$ cat config.mk
export PLATFORM = sky130hd
export DESIGN_NAME = video_raster_gen
export DESIGN_NICKNAME = d
export VERILOG_FILES = /design/src/rtl/video_pkg.sv /design/src/rtl/video_int_ch.sv /design/src/rtl/video_raster_gen.sv
export SDC_FILE = /design/constraint.sdc
export NUM_CORES = 1
export LEC_CHECK = 0
export ABC_AREA = 1
export ABC_CLOCK_PERIOD_IN_PS = 1300
export CELL_PAD_IN_SITES_DETAIL_PLACEMENT = 1
export CELL_PAD_IN_SITES_GLOBAL_PLACEMENT = 2
export CORE_ASPECT_RATIO = 0.7
export CORE_MARGIN = 4
export CORE_UTILIZATION = 26
export CTS_CLUSTER_DIAMETER = 40
export CTS_CLUSTER_SIZE = 30
export DETAILED_ROUTE_END_ITERATION = 6
export MAX_ROUTING_LAYER = met4
export PLACE_DENSITY_LB_ADDON = 0.1
export SETUP_SLACK_MARGIN = 0.5
export SLEW_MARGIN = 15
export SYNTH_ARGS = -nofsm -noshare
export SYNTH_HDL_FRONTEND = slang
export SYNTH_SLANG_ARGS = --single-unit
$ cat constraint.sdc
create_clock -name clk_sys -period 1.3 [get_ports clk_sys]
set_input_delay 0.13 -clock clk_sys [delete_from_list [all_inputs] [get_ports clk_sys]]
set_output_delay 0.13 -clock clk_sys [all_outputs]
set_load 0.02 [all_outputs]
$ cat src/rtl/video_pkg.sv
// ============================================================================
//  Module      : video_pkg
//  Description : Default raster timing, config addresses and compare types
//                shared by the raster generator and its interrupt channels.
//  Revision    : 1.0 - initial release
// ============================================================================
`default_nettype none

package video_pkg;

    localparam int C_H_TOTAL        = 384;
    localparam int C_V_TOTAL        = 312;
    localparam int C_H_BLANK_START  = 24;
    localparam int C_H_SYNC_START   = 40;
    localparam int C_H_SYNC_END     = 72;
    localparam int C_H_BLANK_END    = 104;
    localparam int C_V_BLANK_START  = 240;
    localparam int C_V_SYNC_START   = 244;
    localparam int C_V_SYNC_END     = 248;
    localparam int C_V_BLANK_END    = 264;
    localparam int C_H_ACTIVE_START = 128;
    localparam int C_ACTIVE_LINES   = 192;
    localparam int C_FETCH_LEAD     = 8;
    localparam int C_INT_LEN        = 128;
    localparam int C_NCMP           = 2;
    localparam int C_FLASH_W        = 5;
    localparam int C_HC_W           = 9;
    localparam int C_VC_W           = 9;

    localparam logic [3:0] CFG_PEND_CLR = 4'd15;

    localparam int C_CMP_W = 8;
    typedef logic [C_CMP_W-1:0] cmp_t;
    typedef cmp_t [C_NCMP-1:0]  cmp_arr_t;

    // 8'hFF is beyond any paper line, so a fresh channel never fires.
    localparam cmp_t C_CMP_RESET = 8'hFF;

endpackage

`default_nettype wire

$ cat src/rtl/video_int_ch.sv
// ============================================================================
//  Module      : video_int_ch
//  Description : One line-interrupt channel: compare register, registered
//                interrupt level and sticky pending bit. FIXED=1 turns it
//                into the frame channel with a hard-wired line.
//  Revision    : 1.0 - initial release
// ============================================================================
`default_nettype none

module video_int_ch
    import video_pkg::*;
#(
    parameter int HC_W         = 9,
    parameter int VC_W         = 9,
    parameter int ACTIVE_LINES = 192,
    parameter int INT_LEN      = 128,
    parameter bit FIXED        = 1'b0,
    parameter int FIXED_LINE   = 0
) (
    input  logic            clk_sys,
    input  logic            nRESET,
    input  logic            ce_pix,
    input  logic [HC_W-1:0] hc_i,
    input  logic [VC_W-1:0] vc_i,
    input  logic            cmp_we_i,
    input  cmp_t            cmp_data_i,
    input  logic            pend_clr_i,
    output logic            int_o,
    output logic            pend_o
);

    cmp_t            cmp_q;
    logic            int_q;
    logic            pend_q;
    logic [VC_W-1:0] w_line;
    logic            w_line_ok;
    logic            w_int_d;

    // The compare register is loaded on any clk_sys; the ce logic below
    // only sees the new value from the following ce onward.
    always_ff @(posedge clk_sys or negedge nRESET) begin
        if (!nRESET) begin
            cmp_q <= C_CMP_RESET;
        end else if (cmp_we_i && !FIXED) begin
            cmp_q <= cmp_data_i;
        end
    end

    assign w_line    = FIXED ? VC_W'(FIXED_LINE) : VC_W'(cmp_q);
    assign w_line_ok = FIXED || (32'(cmp_q) < 32'(ACTIVE_LINES));
    assign w_int_d   = w_line_ok && (vc_i == w_line) && (32'(hc_i) < 32'(INT_LEN));

    always_ff @(posedge clk_sys or negedge nRESET) begin
        if (!nRESET) begin
            int_q  <= 1'b0;
            pend_q <= 1'b0;
        end else begin
            if (ce_pix) begin
                int_q <= w_int_d;
            end
            // Set beats clear when both land in the same clk.
            pend_q <= (ce_pix && w_int_d && !int_q) || (pend_q && !pend_clr_i);
        end
    end

    assign int_o  = int_q;
    assign pend_o = pend_q;

endmodule

`default_nettype wire

$ cat src/rtl/video_raster_gen.sv
// ============================================================================
//  Module      : video_raster_gen
//  Description : Parametrised raster timing generator with line/frame
//                interrupts, flash counter and optional light-pen latch
//                (enabled by defining VIDEO_LPEN_EN).
//  Revision    : 1.0 - initial release
// ============================================================================
`default_nettype none

module video_raster_gen
    import video_pkg::*;
#(
    parameter int H_TOTAL        = C_H_TOTAL,
    parameter int V_TOTAL        = C_V_TOTAL,
    parameter int H_BLANK_START  = C_H_BLANK_START,
    parameter int H_SYNC_START   = C_H_SYNC_START,
    parameter int H_SYNC_END     = C_H_SYNC_END,
    parameter int H_BLANK_END    = C_H_BLANK_END,
    parameter int V_BLANK_START  = C_V_BLANK_START,
    parameter int V_SYNC_START   = C_V_SYNC_START,
    parameter int V_SYNC_END     = C_V_SYNC_END,
    parameter int V_BLANK_END    = C_V_BLANK_END,
    parameter int H_ACTIVE_START = C_H_ACTIVE_START,
    parameter int ACTIVE_LINES   = C_ACTIVE_LINES,
    parameter int FETCH_LEAD     = C_FETCH_LEAD,
    parameter int INT_LEN        = C_INT_LEN,
    parameter int NCMP           = C_NCMP,
    parameter int FLASH_W        = C_FLASH_W,
    parameter int HC_W           = C_HC_W,
    parameter int VC_W           = C_VC_W
) (
    input  logic            clk_sys,
    input  logic            nRESET,
    input  logic            ce_pix,
    input  logic            cfg_we,
    input  logic [3:0]      cfg_addr,
    input  logic [7:0]      cfg_data,
    output logic [HC_W-1:0] hc,
    output logic [VC_W-1:0] vc,
    output logic            hblank,
    output logic            vblank,
    output logic            hsync,
    output logic            vsync,
    output logic            de,
    output logic            fetch,
    output logic [NCMP-1:0] int_line,
    output logic            int_frame,
    output logic [NCMP:0]   int_pend,
    output logic            flash,
    input  logic            lpen_strobe,
    output logic [7:0]      lpen_x,
    output logic [7:0]      lpen_y
);

    localparam logic [HC_W-1:0] c_h_last      = HC_W'(H_TOTAL - 1);
    localparam logic [VC_W-1:0] c_v_last      = VC_W'(V_TOTAL - 1);
    localparam logic [HC_W-1:0] c_hbs         = HC_W'(H_BLANK_START);
    localparam logic [HC_W-1:0] c_hbe         = HC_W'(H_BLANK_END);
    localparam logic [HC_W-1:0] c_hss         = HC_W'(H_SYNC_START);
    localparam logic [HC_W-1:0] c_hse         = HC_W'(H_SYNC_END);
    localparam logic [VC_W-1:0] c_vbs         = VC_W'(V_BLANK_START);
    localparam logic [VC_W-1:0] c_vbe         = VC_W'(V_BLANK_END);
    localparam logic [VC_W-1:0] c_vss         = VC_W'(V_SYNC_START);
    localparam logic [VC_W-1:0] c_vse         = VC_W'(V_SYNC_END);
    localparam logic [HC_W-1:0] c_has         = HC_W'(H_ACTIVE_START);
    localparam logic [HC_W-1:0] c_fetch_start = HC_W'(H_ACTIVE_START - FETCH_LEAD);
    localparam logic [VC_W-1:0] c_al          = VC_W'(ACTIVE_LINES);

    logic [HC_W-1:0]    hc_q, hc_d;
    logic [VC_W-1:0]    vc_q, vc_d;
    logic [FLASH_W-1:0] flash_q, flash_d;
    logic               hblank_q, vblank_q, hsync_q, vsync_q, de_q, fetch_q;
    logic               w_paper_line;

    assign w_paper_line = (vc_q < c_al);

    always_comb begin
        hc_d    = hc_q + HC_W'(1);
        vc_d    = vc_q;
        flash_d = flash_q;
        if (hc_q == c_h_last) begin
            hc_d = '0;
            if (vc_q == c_v_last) begin
                vc_d    = '0;
                flash_d = flash_q + FLASH_W'(1);
            end else begin
                vc_d = vc_q + VC_W'(1);
            end
        end
    end

    // Window flags are decoded from the pre-increment counters, so each
    // edge shows up one ce after its compare point.
    always_ff @(posedge clk_sys or negedge nRESET) begin
        if (!nRESET) begin
            hc_q     <= '0;
            vc_q     <= '0;
            flash_q  <= '0;
            hblank_q <= 1'b0;
            vblank_q <= 1'b0;
            hsync_q  <= 1'b0;
            vsync_q  <= 1'b0;
            de_q     <= 1'b0;
            fetch_q  <= 1'b0;
        end else if (ce_pix) begin
            hc_q    <= hc_d;
            vc_q    <= vc_d;
            flash_q <= flash_d;
            if (hc_q == c_hbs) begin
                hblank_q <= 1'b1;
            end else if (hc_q == c_hbe) begin
                hblank_q <= 1'b0;
            end
            if (hc_q == c_hss) begin
                hsync_q <= 1'b1;
            end else if (hc_q == c_hse) begin
                hsync_q <= 1'b0;
            end
            if ((vc_q == c_vbs) && (hc_q == c_hbs)) begin
                vblank_q <= 1'b1;
            end else if ((vc_q == c_vbe) && (hc_q == c_hbe)) begin
                vblank_q <= 1'b0;
            end
            vsync_q <= (vc_q >= c_vss) && (vc_q < c_vse);
            de_q    <= w_paper_line && (hc_q >= c_has);
            fetch_q <= (hc_q[2:0] == 3'd0) && (hc_q >= c_fetch_start) && w_paper_line;
        end
    end

    assign hc     = hc_q;
    assign vc     = vc_q;
    assign hblank = hblank_q;
    assign vblank = vblank_q;
    assign hsync  = hsync_q;
    assign vsync  = vsync_q;
    assign de     = de_q;
    assign fetch  = fetch_q;
    assign flash  = flash_q[FLASH_W-1];

    logic            w_pend_clr;
    logic            w_frame_clr;
    logic [NCMP-1:0] w_cmp_we;
    logic [NCMP-1:0] w_line_clr;

    assign w_pend_clr = cfg_we && (cfg_addr == CFG_PEND_CLR);

    for (genvar gi = 0; gi < NCMP; gi++) begin : g_line
        assign w_cmp_we[gi]   = cfg_we && (cfg_addr == 4'(gi));
        assign w_line_clr[gi] = w_pend_clr && cfg_data[gi];

        video_int_ch #(
            .HC_W         (HC_W),
            .VC_W         (VC_W),
            .ACTIVE_LINES (ACTIVE_LINES),
            .INT_LEN      (INT_LEN),
            .FIXED        (1'b0),
            .FIXED_LINE   (0)
        ) u_ch (
            .clk_sys    (clk_sys),
            .nRESET     (nRESET),
            .ce_pix     (ce_pix),
            .hc_i       (hc_q),
            .vc_i       (vc_q),
            .cmp_we_i   (w_cmp_we[gi]),
            .cmp_data_i (cfg_data),
            .pend_clr_i (w_line_clr[gi]),
            .int_o      (int_line[gi]),
            .pend_o     (int_pend[gi])
        );
    end

    // With eight line channels the frame bit has no clear bit in cfg_data.
    if (NCMP < 8) begin : g_fclr_bit
        assign w_frame_clr = w_pend_clr && cfg_data[NCMP];
    end else begin : g_fclr_none
        assign w_frame_clr = 1'b0;
    end

    video_int_ch #(
        .HC_W         (HC_W),
        .VC_W         (VC_W),
        .ACTIVE_LINES (ACTIVE_LINES),
        .INT_LEN      (INT_LEN),
        .FIXED        (1'b1),
        .FIXED_LINE   (V_SYNC_START)
    ) u_frame (
        .clk_sys    (clk_sys),
        .nRESET     (nRESET),
        .ce_pix     (ce_pix),
        .hc_i       (hc_q),
        .vc_i       (vc_q),
        .cmp_we_i   (1'b0),
        .cmp_data_i ('0),
        .pend_clr_i (w_frame_clr),
        .int_o      (int_frame),
        .pend_o     (int_pend[NCMP])
    );

`ifdef VIDEO_LPEN_EN
    logic [2:0] lpen_sync_q;
    logic [7:0] lpen_x_q, lpen_y_q;

    always_ff @(posedge clk_sys or negedge nRESET) begin
        if (!nRESET) begin
            lpen_sync_q <= '0;
            lpen_x_q    <= '0;
            lpen_y_q    <= '0;
        end else begin
            lpen_sync_q <= {lpen_sync_q[1:0], lpen_strobe};
            if (lpen_sync_q[1] && !lpen_sync_q[2]) begin
                lpen_x_q <= de_q ? {~hc_q[7], hc_q[6:0]} : 8'h00;
                lpen_y_q <= (vc_q >= c_al) ? 8'(ACTIVE_LINES) : 8'(vc_q);
            end
        end
    end

    assign lpen_x = lpen_x_q;
    assign lpen_y = lpen_y_q;
`else
    logic w_lpen_unused;
    assign w_lpen_unused = lpen_strobe;
    assign lpen_x        = 8'h00;
    assign lpen_y        = 8'h00;
`endif

endmodule

`default_nettype wire

; ---- After elaboration in Yosys (flattened, before gate mapping)
; Cells that the tools add are included.
[totals]
ff_bits = 51
latchBits = 0
ram_bits = 0
mem_bits_ro = 0
inputBits = 17
out_inout_bits = 47
memories = 0
[classes]
n_addsub = 3
multipliers = 0
div = 0
order_cmp = 8
n_eq_ne = 13
n_shift = 0
n_mux = 8
bitwise = 0
n_reduce_logical = 45
[op_table]
columns = operator, count
row1 = equality test 9 bit (second input constant), 3
row2 = < comparator 9 x 8 -> 1 bit (second input constant), 3
row3 = logical AND 1 bit, 26
row4 = adder 9 x 1 -> 9 bit (second input constant), 2
row5 = equality test 9 x 7 -> 1 bit (second input constant), 2
row6 = equality test 9 x 8 -> 1 bit, 2
row7 = equality test 9 x 8 -> 1 bit (second input constant), 2
row8 = greater-or-equal comparator 9 x 8 -> 1 bit (second input constant), 2
row9 = two-way mux 9 bit, 2
row10 = < comparator 8 bit (second input constant), 2
row11 = equality test 9 x 5 -> 1 bit (second input constant), 1
row12 = equality test 9 x 6 -> 1 bit (second input constant), 1
row13 = greater-or-equal comparator 9 x 7 -> 1 bit (second input constant), 1
row14 = AND reduction 2 bit, 4
row15 = zero test 1 bit, 6
row16 = two-way mux 1 bit, 6
row17 = nonzero test 2 bit, 3
row18 = adder 5 x 1 -> 5 bit (second input constant), 1
row19 = equality test 4 x 1 -> 1 bit (second input constant), 1
row20 = equality test 4 bit (second input constant), 1
row21 = zero test 4 bit, 1
row22 = zero test 3 bit, 1
row23 = logical OR 1 bit, 3
row24 = AND reduction 3 bit, 1

; ---- Logic depth before layout (Yosys ltp)
[logic_depth]
ltp_word = 6
mapped_depth = 10

; ---- Hierarchy
; Synthesis repeated with hierarchy kept, for this count alone.
[unflattened]
cells_unflattened = 433
hier_area_um2 = 3131.8
[modules_own_cells]
columns = module, instances, cells_per_inst, area_each_um2, seq_area_each_um2
row1 = video_raster_gen, 1, 261, 1895.6, 725.7
row2 = video_int_ch at g_line[0].u_ch ..., 2, 76, 550.5, 260.2
row3 = video_int_ch at u_frame, 1, 20, 135.1, 50.0

; ---- Worst setup path after synthesis
; No wires, ideal clock.
[synth_path]
path_type = register to register
start = reg hc_q[1] (netlist: hc[1])
end = reg vc_q[4] (netlist: vc[4])
setup_time_ps = 76
arrival_time_ps = 1375
t_required_ps = 1224
path_slack_ps = -151
path_stages_with_launch = 9
n_path_buf = 1
cell_sequence = dfrtp_1 -> ha_1 -> inv_1 -> nor2_2 -> nand4_4 -> clkinv_2 -> buf_6 -> nand3_1 -> o21ai_1
[synth_between]
elab_chain_len = 2
[synth_lines]
columns = element, line
row1 = from (decl), video_raster_gen.sv:69  ; logic [HC_W-1:0] hc_q, hc_d;
row2 = from (signal assigned), video_raster_gen.sv:96  ; hc_q <= '0;
row3 = from (signal assigned), video_raster_gen.sv:106  ; hc_q <= hc_d;
row4 = equality test 9 bit, video_raster_gen.sv:81  ; if (hc_q == c_h_last) begin
row5 = AND reduction 2 bit (no line), -
row6 = to (signal assigned), video_raster_gen.sv:107  ; vc_q <= vc_d;
row7 = to (decl), video_raster_gen.sv:70  ; logic [VC_W-1:0] vc_q, vc_d;
; No other way between the ends.
; A chain may end at the register's enable or synchronous reset.

; ---- Final worst setup path
[layout_path]
start = reg hc_q[7] (netlist: hc[7])
end = reg hc_q[3] (netlist: hc[3])
[layout_between]
elab_chain_len = 2
[layout_lines]
columns = element, line
row1 = equality test 9 bit, video_raster_gen.sv:81
row2 = two-way mux 9 bit, video_raster_gen.sv:81
; No other way between the ends.

==> impl_results.md <==
* Io pins at 64
* FILL cells at 1337
* Die ar. at 0.0133 mm^2
* Sequential cell area at 0.00132 mm^2
* Die W at 136 um
* # setup viols final at 16
* CTS Buffer Depth at 2
* Yosys reg bits at 51
* Startpoint types: register
* Number of global-route vias before repair at 3043
* Leading cell type in the layout, fill and taps excluded: nand2_1
* CP bufs+invs at 2
* Place WS at -0.224 ns
* Failing checks: negative hold slack, negative setup slack
* Final Hold Viols at 12
* Global-route wire length before repair at 16000 um
* TNS Setup at -0.234 ns
* Peak VDD IR at 0.622 mV
* Cell row count at 32
* Worst-Skew Late Latency at 0.29 ns
* Final worst slack at -0.0383 ns
* Crit Path Category: register to register
* Slew Limit Fails at 0
* Layout cells sized above 1 at 0.505
* Final period util at 1.03
* Crit end category: register
* Core area at 0.0111 mm^2
* CP Max Fanout at 4
* Leading area contributor after synthesis: dfrtp_1
* Main area contributors after synthesis: dfrtp_1 (29%), dfstp_2 (14%), nand2_1 (13%)
* Die height at 97.7 um
* Drt first pass iters at 4
* Sink Count at 51
* Fin area at 0.00503 mm^2
* Worst r2r dst: hc[3]
* Library cells used by synthesis at 29
* # diodes at 0
* Post-DR wirelength/cell at 14.6 um
* F_max at 0.747 GHz
* PortBufs at 46
* Run status: finished, violations left
* Vias/cell at 4.33
* Post-Syn Area at 0.00299 mm^2
* Fin util at 0.452
* Most frequent cells in the layout: nand2_1 (92), buf_6 (65), buf_4 (63), inv_1 (35), o21ai_1 (21)
* RSZ-0062 raised after global routing: true
* Largest net degree at the start of global routing at 19
* Slowest stage cell, crit path: dfrtp_2
* Final nets at 554
* Pleak at 2.44 nW
* CTS tree: yes
* CP Cell Sequence: inv_1 -> nand2_2 -> buf_4 -> nor3_1 -> nand3_1 -> and3b_1
* Drt first-iter violations at 98
* Num CTS Buffers at 5
* Largest delay share family, worst path: simple AND/OR/NAND/NOR gates
* Mapped Cells at 392
* Max incr delay on CP at 0.44 ns
* Area of the multi-input gates at 0.00173 mm^2
* Power, Total at 7.17 mW
* Root buffer cell: clkbuf_16
* Global Route Usage Sum at 0.156
* Area Growth Syn to Fin at 68.4%
* Synthesized area per cell at 7.62 um^2
* Placed cell area at 0.00408 mm^2
* Syn. warnings at 0
* Seq/Total Area, Yosys at 0.434
* Final RePlAce weighted congestion at 0.761
* Initial core utilization at 0.268
* Total number of vias at 2969
* Clk slew on worst S/H paths at 0.07 ns
* GR Overflow Total at 0
* Worst EP required at 1.49 ns
* Final ANT Viol Nets at 0
* Worst reg-to-reg path cell count at 6
* Routed Wire Length at 10000 um
* Drt drc at 0
* Hold Crit Class: input port to asynchronous set/reset pin
* Max_cap viols at 0
* CP Data Arrival Time at 1.52 ns
* H-Tree Depth at 2
* Yosys top cell area share at 0.293
* Hold slack at -0.212 ns
* Initial antenna violation count at 0
* R2r setup slk at -0.04 ns
* Clk_skew at 0.00487 ns
* Cell Pwr Density at 1430 mW/mm^2
* FF-to-FF Start: hc[7]
* Final worst path period need at 1.34 ns
* Final HPWL from detailed placement at 7460 um
## stage by stage
step	std cells	hold WS [ns]
floorplan	407	-0.166
global placement	635	0.122
detailed placement	635	0.113
CTS	674	-0.204
global route	686	-0.187
finish	686	-0.212
## how the worst max path moves through the flow
| stage | start | to | slack, ns | cells after the start |
|---|---|---|---|---|
| detailed placement | ce_pix | flash_q[0] | -0.22 | 7 |
| finish | hc[7] | hc[3] | -0.04 | 6 |
| global placement | ce_pix | flash_q[2] | -0.18 | 7 |
| global route | hc[0] | flash_q[4] | -0.16 | 7 |
| floorplan | hc[7] | vc[1] | -0.01 | 8 |
| CTS | hc[1] | vc[7] | -0.05 | 7 |
## synthesized netlist by cell type
master	instances
nand2_1	107
inv_1	49
o21ai_0	41
dfrtp_1	35
nor2_1	32
nand3_1	28
buf_4	26
dfstp_2	16
xor2_1	10
nor3_1	7
xnor2_1	6
ha_1	5
nand4_1	4
nor2_2	4
or2_2	3
a21oi_1	2
clkbuf_1	2
inv_2	2
nand2_2	2
o31ai_1	2
and3b_1	1
buf_6	1
clkinv_2	1
conb_1	1
nand3b_1	1
nand4_4	1
nor2_4	1
nor3_2	1
o21ai_1	1
## cell families (layout without fill, tap and decap cells)
kind of cell    Yosys count  in the layout  synth area share
compound gates           46             46            0.0788
fa+ha+maj                 5              5            0.0210
xor+xnor                 16             16            0.0469
buf+inv                  81            207             0.137
flops                    51             51             0.434
other cells               1             16           0.00126
simple gates            192            192             0.280
## flip-flops by register name, indices dropped and copies added, names as in the netlist
name / flops
flash_q: 5
g_line.u_ch.cmp_q: 16
hblank: 1
g_line.u_ch.pend_o: 2
vblank: 1
hc: 9
fetch: 1
hsync: 1
u_frame.pend_o: 1
u_frame.int_o: 1
vsync: 1
vc: 9
g_line.u_ch.int_o: 2
de: 1
## area by class of cell
| cell class | count | share of cell area |
|---|---|---|
| clock inverter | 1 | 0.000996 |
| sequential | 51 | 0.262 |
| inverter | 52 | 0.0448 |
| multi-input combinational | 275 | 0.344 |
| tap | 153 | 0.0381 |
| clock buffer | 7 | 0.0264 |
| timing repair buffer | 147 | 0.284 |
## repair_timing
action                                  4_1_cts  5_1_grt
cloned                                        1        1
gates resized for setup                     267       70
hold endpoints to repair                     12       12
endpoints found under the setup margin       82       82
pin swaps                                    22       21
setup buffers                                30       11
## metal layers
| layer | vias up | routed length (um) | track usage |
|---|---|---|---|
| met5 | - | 0 | - |
| li1 | 1479 | - | - |
| met4 | 0 | 64 | 0.0256 |
| met1 | 1434 | 5230 | 0.230 |
| met3 | 8 | 377 | 0.0295 |
| met2 | 48 | 4360 | 0.226 |
## where the power goes
part	internal (mW)	switching, mW	leakage (nW)
logic	1.79	1.79	1.79
clock network	0.714	0.592	0.0679
registers	1.96	0.334	0.578
Power figures use the tool's default switching activity.
